$ cat config.mk
export PLATFORM = sky130hd
export DESIGN_NAME = lcd1602_bus_writer
export DESIGN_NICKNAME = d
export VERILOG_FILES = /design/src/rtl/lcd1602_pkg.sv /design/src/rtl/lcd_delay_cnt.sv /design/src/rtl/lcd1602_bus_writer.sv
export SDC_FILE = /design/constraint.sdc
export NUM_CORES = 1
export LEC_CHECK = 0
export ABC_AREA = 1
export ABC_CLOCK_PERIOD_IN_PS = 2500
export CAP_MARGIN = 20
export CORE_MARGIN = 1.5
export CORE_UTILIZATION = 53
export DETAILED_ROUTE_END_ITERATION = 10
export GPL_TIMING_DRIVEN = 1
export PLACE_DENSITY = 0.83
export SLEW_MARGIN = 20
export SYNTH_ARGS = -nofsm -noshare
export SYNTH_HDL_FRONTEND = slang
export SYNTH_SLANG_ARGS = --single-unit
$ cat constraint.sdc
create_clock -name clk -period 2.5 [get_ports clk]
set_input_delay 0.375 -clock clk [delete_from_list [all_inputs] [get_ports clk]]
set_output_delay 0.375 -clock clk [all_outputs]
set_load 0.02 [all_outputs]
$ cat src/rtl/lcd1602_pkg.sv
// Shared definitions for the LCD1602 bus writer and upstream sequencers.
// Latency: n/a (types, constants and helper functions only).
// Backpressure: n/a.
package lcd1602_pkg;

  // FSM state encoding for the bus writer.
  typedef enum logic [2:0] {
    ST_PWRUP = 3'd0,
    ST_IDLE  = 3'd1,
    ST_SETUP = 3'd2,
    ST_PULSE = 3'd3,
    ST_HOLD  = 3'd4,
    ST_EXEC  = 3'd5
  } lcd_state_t;

  // HD44780 command bytes used by sequencers.
  localparam logic [7:0] CMD_CLEAR     = 8'h01;
  localparam logic [7:0] CMD_HOME      = 8'h02;
  localparam logic [7:0] CMD_ENTRY     = 8'h06;
  localparam logic [7:0] CMD_DISP_ON   = 8'h0C;
  localparam logic [7:0] CMD_FUNC_8B2L = 8'h38;

  function automatic int max_int(input int a, input int b);
    return (a > b) ? a : b;
  endfunction

  // Clear (0x01) and return-home (0x02/0x03) commands need the long
  // execution wait. Character data with the same codes does not, and
  // 0x00 as a command is handled as an ordinary command.
  function automatic logic is_long_cmd(input logic rs, input logic [7:0] dat);
    return !rs && (dat[7:2] == 6'd0) && (dat[1:0] != 2'd0);
  endfunction

endpackage

$ cat src/rtl/lcd_delay_cnt.sv
// Loadable down-counter used to time every FSM state of the bus writer.
// Latency: load takes effect on the next edge; done is combinational (cnt == 0).
// Backpressure: none; counts down to zero and holds there until reloaded.
//   clk   : system clock
//   rst   : synchronous active-high reset, reloads RST_VAL
//   load  : load value on the next edge (has priority over counting)
//   value : count to load
//   done  : counter is at zero
module lcd_delay_cnt #(
  parameter int             W       = 8,
  parameter logic [W-1:0]   RST_VAL = '0
) (
  input  logic         clk,
  input  logic         rst,
  input  logic         load,
  input  logic [W-1:0] value,
  output logic         done
);

  logic [W-1:0] cnt;

  always_ff @(posedge clk) begin
    if (rst) begin
      cnt <= RST_VAL;
    end else if (load) begin
      cnt <= value;
    end else if (cnt != '0) begin
      cnt <= cnt - W'(1);
    end
  end

  assign done = (cnt == '0);

endmodule

$ cat src/rtl/lcd1602_bus_writer.sv
// HD44780/LCD1602 byte writer: power-up wait, then RS/DB setup, E pulse, hold and execution wait per byte.
// Latency: lcd_dat/lcd_rs 1 cycle after transfer; lcd_en rises T_SETUP_CYC later; in_ready back after setup+pulse+hold+exec.
// Backpressure: in_ready low whenever not idle; in_valid ignored while busy, no skid buffer.
//   clk, rst            : system clock, synchronous active-high reset
//   in_valid/in_ready   : upstream handshake, one {in_rs, in_data} per transfer
//   busy                : ~in_ready
//   lcd_rs/lcd_rw/lcd_en/lcd_dat : LCD pins (lcd_rw tied low, write only)
module lcd1602_bus_writer
  import lcd1602_pkg::*;
#(
  parameter int T_POWERUP_CYC = 2_000_000,
  parameter int T_SETUP_CYC   = 3,
  parameter int T_EPW_CYC     = 25,
  parameter int T_HOLD_CYC    = 2,
  parameter int T_EXEC_CYC    = 2_500,
  parameter int T_CLEAR_CYC   = 100_000
) (
  input  logic       clk,
  input  logic       rst,
  input  logic       in_valid,
  output logic       in_ready,
  input  logic       in_rs,
  input  logic [7:0] in_data,
  output logic       busy,
  output logic       lcd_rs,
  output logic       lcd_rw,
  output logic       lcd_en,
  output logic [7:0] lcd_dat
);

  localparam int T_MAX = max_int(max_int(max_int(T_POWERUP_CYC, T_SETUP_CYC),
                                         max_int(T_EPW_CYC, T_HOLD_CYC)),
                                 max_int(T_EXEC_CYC, T_CLEAR_CYC));
  localparam int CNT_W = $clog2(T_MAX) + 1;

  // A state of length N is entered with the counter loaded to N-1 and is left
  // on the edge where the counter reads zero, so it lasts exactly N cycles.
  localparam logic [CNT_W-1:0] L_POWERUP = CNT_W'(T_POWERUP_CYC - 1);
  localparam logic [CNT_W-1:0] L_SETUP   = CNT_W'(T_SETUP_CYC - 1);
  localparam logic [CNT_W-1:0] L_EPW     = CNT_W'(T_EPW_CYC - 1);
  localparam logic [CNT_W-1:0] L_HOLD    = CNT_W'(T_HOLD_CYC - 1);
  localparam logic [CNT_W-1:0] L_EXEC    = CNT_W'(T_EXEC_CYC - 1);
  localparam logic [CNT_W-1:0] L_CLEAR   = CNT_W'(T_CLEAR_CYC - 1);

  lcd_state_t       state;
  logic             cnt_load;
  logic [CNT_W-1:0] cnt_value;
  logic             cnt_done;

  // The counter resets straight to the power-up length, so PWRUP needs no
  // explicit load and restarts in full on every reset.
  lcd_delay_cnt #(
    .W       (CNT_W),
    .RST_VAL (L_POWERUP)
  ) u_delay (
    .clk   (clk),
    .rst   (rst),
    .load  (cnt_load),
    .value (cnt_value),
    .done  (cnt_done)
  );

  // Counter reload for the state being entered. PWRUP->IDLE and EXEC->IDLE
  // need none: the counter is already at zero and IDLE is untimed.
  always_comb begin
    cnt_load  = 1'b0;
    cnt_value = '0;
    case (state)
      ST_IDLE: begin
        if (in_valid) begin
          cnt_load  = 1'b1;
          cnt_value = L_SETUP;
        end
      end
      ST_SETUP: begin
        if (cnt_done) begin
          cnt_load  = 1'b1;
          cnt_value = L_EPW;
        end
      end
      ST_PULSE: begin
        if (cnt_done) begin
          cnt_load  = 1'b1;
          cnt_value = L_HOLD;
        end
      end
      ST_HOLD: begin
        if (cnt_done) begin
          cnt_load  = 1'b1;
          // lcd_rs/lcd_dat double as the latched byte.
          cnt_value = is_long_cmd(lcd_rs, lcd_dat) ? L_CLEAR : L_EXEC;
        end
      end
      default: begin
        cnt_load  = 1'b0;
        cnt_value = '0;
      end
    endcase
  end

  always_ff @(posedge clk) begin
    if (rst) begin
      state    <= ST_PWRUP;
      in_ready <= 1'b0;
      busy     <= 1'b1;
      lcd_en   <= 1'b0;
      lcd_rs   <= 1'b0;
      lcd_dat  <= 8'h00;
    end else begin
      case (state)
        ST_PWRUP: begin
          if (cnt_done) begin
            state    <= ST_IDLE;
            in_ready <= 1'b1;
            busy     <= 1'b0;
          end
        end
        ST_IDLE: begin
          // in_ready is high throughout IDLE, so in_valid alone is a transfer.
          if (in_valid) begin
            lcd_rs   <= in_rs;
            lcd_dat  <= in_data;
            state    <= ST_SETUP;
            in_ready <= 1'b0;
            busy     <= 1'b1;
          end
        end
        ST_SETUP: begin
          if (cnt_done) begin
            state  <= ST_PULSE;
            lcd_en <= 1'b1;
          end
        end
        ST_PULSE: begin
          if (cnt_done) begin
            state  <= ST_HOLD;
            lcd_en <= 1'b0;
          end
        end
        ST_HOLD: begin
          if (cnt_done) begin
            state <= ST_EXEC;
          end
        end
        ST_EXEC: begin
          if (cnt_done) begin
            state    <= ST_IDLE;
            in_ready <= 1'b1;
            busy     <= 1'b0;
          end
        end
        default: begin
          state    <= ST_PWRUP;
          in_ready <= 1'b0;
          busy     <= 1'b1;
          lcd_en   <= 1'b0;
        end
      endcase
    end
  end

  assign lcd_rw = 1'b0;

endmodule
# Word-level counts from Yosys, hierarchy flattened
# Index checks and enable logic that the tools add are counted.
# totals
word_cells	60
register_bits	37
# op_classes
add_sub_neg	1
n_eq_ne	10
n_reduce_logical	16
n_mux	24
bitwise	2
# op_table
op	n
case mux 22 bit (4 select lines)	1
two-way mux 22 bit	2
two-way mux 17 bit	2
zero test 22 bit	1
nonzero test 22 bit	1
subtractor 22 x 1 -> 22 bit, second input constant	1
two-way mux 3 bit	5
case mux 3 bit (5 select lines)	1
case mux 1 bit (3 select lines)	3
inequality test 2 bit, second input constant	4
two-way mux 1 bit	7
equality test 3 x 2 -> 1 bit, second input constant	2
equality test 3 bit, second input constant	2
zero test 6 bit	1
AND reduction 3 bit	2
two-way mux 5 bit	1
AND reduction 5 bit	1
nonzero test 2 bit	2
OR reduction 4 bit	1
equality test 3 x 1 -> 1 bit, second input constant	1
zero test 3 bit	1
OR reduction 3 bit	1
logical AND 1 bit	2
two-way mux 2 bit	1
6 further kinds	7

# Longest topological paths before layout
# Gate-level depths: netlist of run 1.
# depth
depth_word	7
depth_mapped	11

# Cells and area by module
# Synthesis of run 1 repeated with hierarchy kept, for this count alone.
# hier_totals
cells_unflattened	314
area_unflattened_um2	2124.5
# by_module_without_submodules
module	instances	cells_per_inst	seq_area_each_um2	area_each_um2
lcd_delay_cnt	1	205	440.4	1352.5
lcd1602_bus_writer	1	109	300.3	772.0

# Least setup slack after synthesis of run 1
# No wires, ideal clock.
# synth_path
path_type	register to register
startpoint	register u_delay.cnt[0]
endpoint	register u_delay.cnt[10]
arrival_time_ps	1486
synth_period_minus_slack_ps	1612
t_required_ps	2374
n_path_buf	1
setup_time_ps	126
setup_slack_ps	888
stages_incl_launch_ff	11
cell_sequence	dfxtp_1 -> inv_1 -> ha_1 -> nand2_4 -> nor2_8 -> nand2_4 -> nor2_8 -> nand3_4 -> buf_6 -> nand2_1 -> nand2_1
# synth_between
elab_chain_len	4
# synth_rtl
element	line	rtl
from (decl)	lcd_delay_cnt.sv:20	logic [W-1:0] cnt;
from (signal assigned)	lcd_delay_cnt.sv:26	cnt <= value;
from (signal assigned)	lcd_delay_cnt.sv:28	cnt <= cnt - W'(1);
parallel branches: the longest is 4 deep, another holds subtractor 22 x 1 -> 22 bit	n/a	
# Parallel ways; which one is timed is not known. The select of a mux whose other input is x is not followed.
# A chain may end at the register's enable or synchronous reset.

# Worst setup path after layout of run 1
# layout_path
startpoint	register u_delay.cnt[0]
endpoint	register u_delay.cnt[0]
# Same word-level chain as after synthesis.

==> results of run 1 <==
worst reg2reg max path, cell delays in order (launching register included):
cell and delay [ns]:
dfxtp_1 0.33, inv_1 0.10, ha_1 0.30, nand2_4 0.11
nor2_8 0.19, nand2_4 0.09, nor2_8 0.15, nand3_4 0.19
nand2_1 0.11, nand2_1 0.05, nand2_1 0.05, nand2_1 0.04
flip-flops by register name (all words and copies together), names as in the netlist:
name	cells
lcd_dat	8
in_ready	1
lcd_rs	1
u_delay.cnt	22
busy	1
state	3
lcd_en	1
per-stage QoR:
| stage | utilization (%) | setup slack, ns | hold WS (ns) |
|---|---|---|---|
| 2_1_floorplan | - | 0.888 | 0.502 |
| 3_3_place_gp | 64.1 | 0.759 | 0.436 |
| 3_5_place_dp | 64.1 | 0.704 | 0.440 |
| 4_1_cts | 66.4 | 0.673 | 0.454 |
| 5_1_grt | 66.4 | 0.514 | 0.485 |
| 6_report | 66.4 | 0.680 | 0.450 |
Yosys cell counts, types with 3 or more instances:
cell	number	area (um^2)
clkbuf_1	3	11.3
a21oi_1	12	60.1
nand2_4	3	33.8
xnor2_1	4	35.0
nand2_1	83	312
inv_1	24	90.1
dfxtp_1	37	741
xor2_1	8	70.1
nand3_1	28	140
nor2_8	3	60.1
o21ai_0	16	80.1
nand4_1	4	25.0
nor2_1	59	221
nand3b_1	3	22.5
inv_2	3	11.3
nor2_4	4	45.0
nor3_1	3	15.0
nand2_2	5	31.3
worst max-delay path by stage:
| stage | to | startpoint | cells past startpoint | slack (ns) |
|---|---|---|---|---|
| 2_1_floorplan | u_delay.cnt[10] | u_delay.cnt[0] | 10 | 0.89 |
| 3_3_place_gp | u_delay.cnt[0] | u_delay.cnt[0] | 11 | 0.76 |
| 3_5_place_dp | u_delay.cnt[0] | u_delay.cnt[0] | 11 | 0.70 |
| 4_1_cts | u_delay.cnt[0] | u_delay.cnt[0] | 11 | 0.67 |
| 5_1_grt | u_delay.cnt[10] | u_delay.cnt[0] | 10 | 0.51 |
| 6_report | u_delay.cnt[0] | u_delay.cnt[0] | 11 | 0.68 |
layout make-up:
type	instances	area share [%]
multi-input combinational	246	50.4
sequential	37	29.6
timing repair buffer	25	9.80
inverter	29	4.35
clock buffer	7	3.45
tap	48	2.40
power breakdown:
group	total [W]	switching [W]	internal, W
clock network	0.000423	0.000205	0.000219
registers	0.000757	0.0000779	0.000679
logic	0.000561	0.000334	0.000227
total	0.00174	0.000617	0.00112
cell families (layout without fill, tap and decap cells):
family / count (synthesis) / count (layout) / synth area share (%)
buffers and inverters: 36 / 61 / 6.92
other: 1 / 1 / 0.174
and+or+nand+nor: 200 / 200 / 45.3
DFF: 37 / 37 / 34.4
xor gates and xnor gates: 12 / 12 / 4.89
adders and majority gates: 1 / 1 / 0.582
AOI/OAI and AO/OA: 32 / 32 / 7.68
routing by layer:
| layer | vias to the layer above | global-route usage (%) | wire [um] |
|---|---|---|---|
| met5 | - | 0 | 0 |
| met4 | 0 | 8.16 | 87 |
| met3 | 9 | 5.07 | 211 |
| met2 | 40 | 40.3 | 2200 |
| met1 | 896 | 30.6 | 2240 |
| li1 | 1060 | - | - |
==> qor.yml, run 1 <==
status: "finished clean"
r2r-end: "u_delay.cnt[0]"
initial_core_util_pct: 57.0
die_h_um: 66.7
crit_fanout: 15
cts_root_buf: "clkbuf_8"
grt_max_degree: 28
dieArea_um2: 4450
fin_crit_ns: 1.82
num_antenna_cells: 0
grt_pass1_wl_um: 8090
hold-path-endpoint: "in_ready"
async_reset_ff_share_pct: 0
maxCapViolations: 0
path_delay_family: "simple AND/OR/NAND/NOR gates"
syn-num-nets: 332
num_io_pins: 25
vias_per_cell: 5.11
path_cells: "inv_1 -> ha_1 -> nand2_4 -> nor2_8 -> nand2_4 -> nor2_8 -> nand3_4 -> nand2_1 -> nand2_1 -> nand2_1 -> nand2_1"
p_leak_nw: 1.16
layout_commonest_cell: "nand2_1"
antenna_found_initial: 0
wl_um: 4740
max_stage_delay_ns: 0.33
post-place-cells: 385
rows: 22
fp.coreArea_um2: 3770
ys_seq_elements: 37
hp-start: "in_ready"
layout-drive-gt1-share_pct: 9.01
cts_tree: "built"
post_cts_resize_count: 0
num_vias: 2005
drv_slew: 0
rrSetupSlack_ns: 0.68
cpMostUsedCell: "nand2_1"
synth.yosys.seq_area_share_pct: 34.4
nNetsFinal: 357
place.gp.congestion: 0.892
multi_input_area_um2: 1260
nFillCells: 328
fin_area_um2: 2500
detailed_place_hpwl_um: 3590
areaGrowthSynthToFinish_pct: 16.3
wl_per_cell_um: 12.1
path_class: "flip-flop to flip-flop"
fin_cells: 392
ys_types: 30
min_path_type: "flip-flop to flip-flop"
cp_data_arrival_time_ns: 2.00
clockBufferDepth: 2
placed_cell_area_um2: 2420
period_share_pct: 72.8
crit_buf_inv: 1
globalRouteTotalUtil_pct: 24.1
power_density_nw_per_um2: 696
finalPower_w: 0.00174
grt_overflow: 0
drc: 0
yosysWarnings: 0
max_freq_mhz: 549
drtAntennaViolNets: 0
synth_edf_count: 0
synthFlopType: "dfxtp_1"
clkLatencyLatePin_ns: 0.29
end_kind: "flip-flop"
rsz0062_at_grt: "no"
rr_worst_depth: 11
hold_viol: 0
syn_inst: 319
r2r_start: "u_delay.cnt[0]"
cts.htree.levels: 2
seq_area_um2: 741
io_buffers: 23
cts_setup_buffers: 0
syn_area_per_cell_um2: 6.74
cts_sinks: 37
peakVddDrop_uv: 483
cp-start-kind: "flip-flop"
layout_common_cells: "nand2_1 (83), nor2_1 (59), dfxtp_1 (37), nand3_1 (28), inv_1 (24)"
first_pass_iters: 4
grt_pass1_vias: 1853
crit_slowest_cell: "dfxtp_1"
clk_pin_slew_ns: 0.07
numCtsBuffers: 5
finClkSkew_ns: 0.00427
syn_area_um2: 2150
setup_viol: 0
hold_depth: 2
postCtsHoldBufs: 0
critPathRequiredTime_ns: 2.68
first_iter_violations: 121
die_w_um: 66.7
finalSetupTns_ns: 0
Note: power is estimated with default switching activity, not from simulation.
==> inputs of run 2 (changes only) <==
ABC_CLOCK_PERIOD_IN_PS = 1700   (was 2500)
clock period = 1.7 ns   (was 2.5 ns; I/O delays follow)
==> qor.yml, run 2 (synthesized netlist as in run 1, its figures left out) <==
nNetsFinal: 366  # was 357
clockBufferDepth: 2  # unchanged
hp-start: "in_ready"  # unchanged
clk_pin_slew_ns: 0.07  # about the same
postCtsHoldBufs: 0  # unchanged
num_antenna_cells: 0  # unchanged
path_class: "flip-flop to flip-flop"  # unchanged
io_buffers: 23  # unchanged
grt_overflow: 0  # unchanged
dieArea_um2: 4450  # unchanged
die_h_um: 66.7  # unchanged
first_iter_violations: 196  # was 121
max_freq_mhz: 621  # was 549 MHz
largest_reg_flops: 22  # unchanged
numCtsBuffers: 5  # unchanged
grt_max_degree: 28  # unchanged
cp-start-kind: "flip-flop"  # unchanged
drv_slew: 0  # unchanged
vias_per_cell: 5.17  # was 5.11
drtAntennaViolNets: 0  # unchanged
end_kind: "flip-flop"  # unchanged
setup_viol: 0  # unchanged
rrSetupSlack_ns: 0.09  # was 0.68 ns
r2r_start: "u_delay.cnt[1]"  # was u_delay.cnt[0]
cpMostUsedCell: "nand2_1"  # unchanged
fin_crit_ns: 1.61  # was 1.82 ns
drc: 0  # unchanged
path_cells: "inv_1 -> ha_4 -> nand2_4 -> nor2_8 -> nand2_4 -> nor2_8 -> nand3_4 -> nand2_1 -> nand2_1 -> nand2_1 -> nand2_1"  # was inv_1 -> ha_1 -> nand2_4 -> nor2_8 -> nand2_4 -> nor2_8 -> nand3_4 -> nand2_1 -> nand2_1 -> nand2_1 -> nand2_1
seq_power_share_pct: 40.9  # was 43.5%
die_w_um: 66.7  # unchanged
status: "finished clean"  # unchanged
crit_slowest_cell: "dfxtp_1"  # unchanged
rows: 22  # unchanged
place.gp.congestion: 0.937  # was 0.892
power_frac_clock_pct: 26.9  # was 24.3%
wl_um: 5170  # was 4740 um
cts.htree.levels: 2  # unchanged
num_vias: 2072  # was 2005
max_stage_delay_ns: 0.31  # was 0.33 ns
p_comb_share_pct: 32.2  # about the same
wl_per_cell_um: 12.9  # was 12.1 um
critPathRequiredTime_ns: 1.88  # was 2.68 ns
top_regs: "u_delay.cnt (22), lcd_dat (8), state (3)"  # unchanged
maxCapViolations: 0  # unchanged
power_density_nw_per_um2: 1040  # was 696 nW/um^2
antenna_found_initial: 0  # unchanged
cts_tree: "built"  # unchanged
first_pass_iters: 4  # unchanged
internal_power_w: 0.00178  # was 0.00112 W
num_io_pins: 25  # unchanged
fp.coreArea_um2: 3770  # unchanged
hold_viol: 0  # unchanged
post-route-util_pct: 69.9  # was 66.4%
cp_data_arrival_time_ns: 1.79  # was 2.00 ns
top_register: "u_delay.cnt"  # unchanged
min_path_type: "flip-flop to flip-flop"  # unchanged
layout_commonest_cell: "nand2_1"  # unchanged
initial_core_util_pct: 57.0  # unchanged
grt_pass1_vias: 1971  # was 1853
rr_worst_depth: 11  # unchanged
r2r-end: "u_delay.cnt[0]"  # unchanged
globalRouteTotalUtil_pct: 25.6  # was 24.1%
placed_cell_area_um2: 2470  # was 2420 um^2
p_leak_nw: 1.21  # was 1.16 nW
clkLatencyLatePin_ns: 0.29  # about the same
hold_depth: 2  # unchanged
areaGrowthSynthToFinish_pct: 22.6  # was 16.3%
layout_common_cells: "nand2_1 (83), nor2_1 (55), dfxtp_1 (37), nand3_1 (28)"  # was nand2_1 (83), nor2_1 (59), dfxtp_1 (37), nand3_1 (28), inv_1 (24)
period_share_pct: 94.7  # was 72.8%
swShare_pct: 34.7  # was 35.4%
hold-path-endpoint: "in_ready"  # unchanged
layout-drive-gt1-share_pct: 13.3  # was 9.01%
cts_root_buf: "clkbuf_8"  # unchanged
grt_pass1_wl_um: 8700  # was 8090 um
power_switching_w: 0.000950  # was 0.000617 W
fin_area_um2: 2640  # was 2500 um^2
detailed_place_hpwl_um: 3780  # was 3590 um
finClkSkew_ns: 0.00482  # was 0.00427 ns
peakVddDrop_uv: 663  # was 483 uV
crit_fanout: 8  # was 15
cts_sinks: 37  # unchanged
run 2: through the flow:
stage                     setup slack (ns)  setup TNS (ns)  power, W  std cells  hold WS [ns]
final                               0.0906               0   0.00273        401         0.463
after floorplan                     0.0884               0   0.00170        319         0.419
after detailed placement          -0.00255        -0.00255   0.00199        390         0.453
after CTS                           0.0304               0   0.00272        398         0.466
after global routing               -0.0241         -0.0615   0.00291        401         0.472
after global placement              0.0458               0   0.00197        390         0.437
run 2: area by class of cell:
type | instances | area [um^2]
repair buffers | 33 | 318
flip-flops and latches | 37 | 741
multi-input cells | 247 | 1310
clock buffers | 5 | 68.8
fillers | 296 | 1130
inverters | 29 | 109
clock inverters | 2 | 35.0
well taps | 48 | 60.1
run 2: how the worst max path moves through the flow:
stage	start	end	depth (start not counted)	slack, ns
floorplan	u_delay.cnt[0]	u_delay.cnt[10]	10	0.09
CTS	u_delay.cnt[0]	u_delay.cnt[0]	11	0.03
global route	u_delay.cnt[1]	u_delay.cnt[0]	11	-0.02
finish	u_delay.cnt[1]	u_delay.cnt[0]	11	0.09
global placement	u_delay.cnt[0]	u_delay.cnt[0]	11	0.05
detailed placement	u_delay.cnt[0]	u_delay.cnt[0]	11	-0.003
run 2: power groups by stage:
stage / Clock (W) / Sequential, W / Combinational [W]
after global routing: 0.000780 / 0.00113 / 0.000994
after CTS: 0.000741 / 0.00111 / 0.000866
final: 0.000734 / 0.00112 / 0.000880
after floorplan: 0 / 0.00118 / 0.000525
after detailed placement: 0 / 0.00113 / 0.000856
after global placement: 0 / 0.00113 / 0.000836
run 2: routing by layer:
layer	share of wire, %	routed length [um]	up-vias	global-route usage (%)
met5	0	0	-	0
met1	44	2250	919	32.1
met4	1.6	85	0	9.44
met2	49	2530	60	43.5
met3	5.9	305	10	4.90
li1	-	-	1083	-
run 2: worst max-delay path: cells and delay by family, from the launching register on:
family	cells	cell delay [ns]
fa+ha+maj	1	0.17
buf+inv	1	0.11
flops	1	0.31
simple gates	9	0.91
run 2: timing repair:
item,CTS,global route
pin swaps,1,4
setup endpoints to repair,5,25
gates cloned,1,0
resized for setup,0,9
buffers inserted,0,3
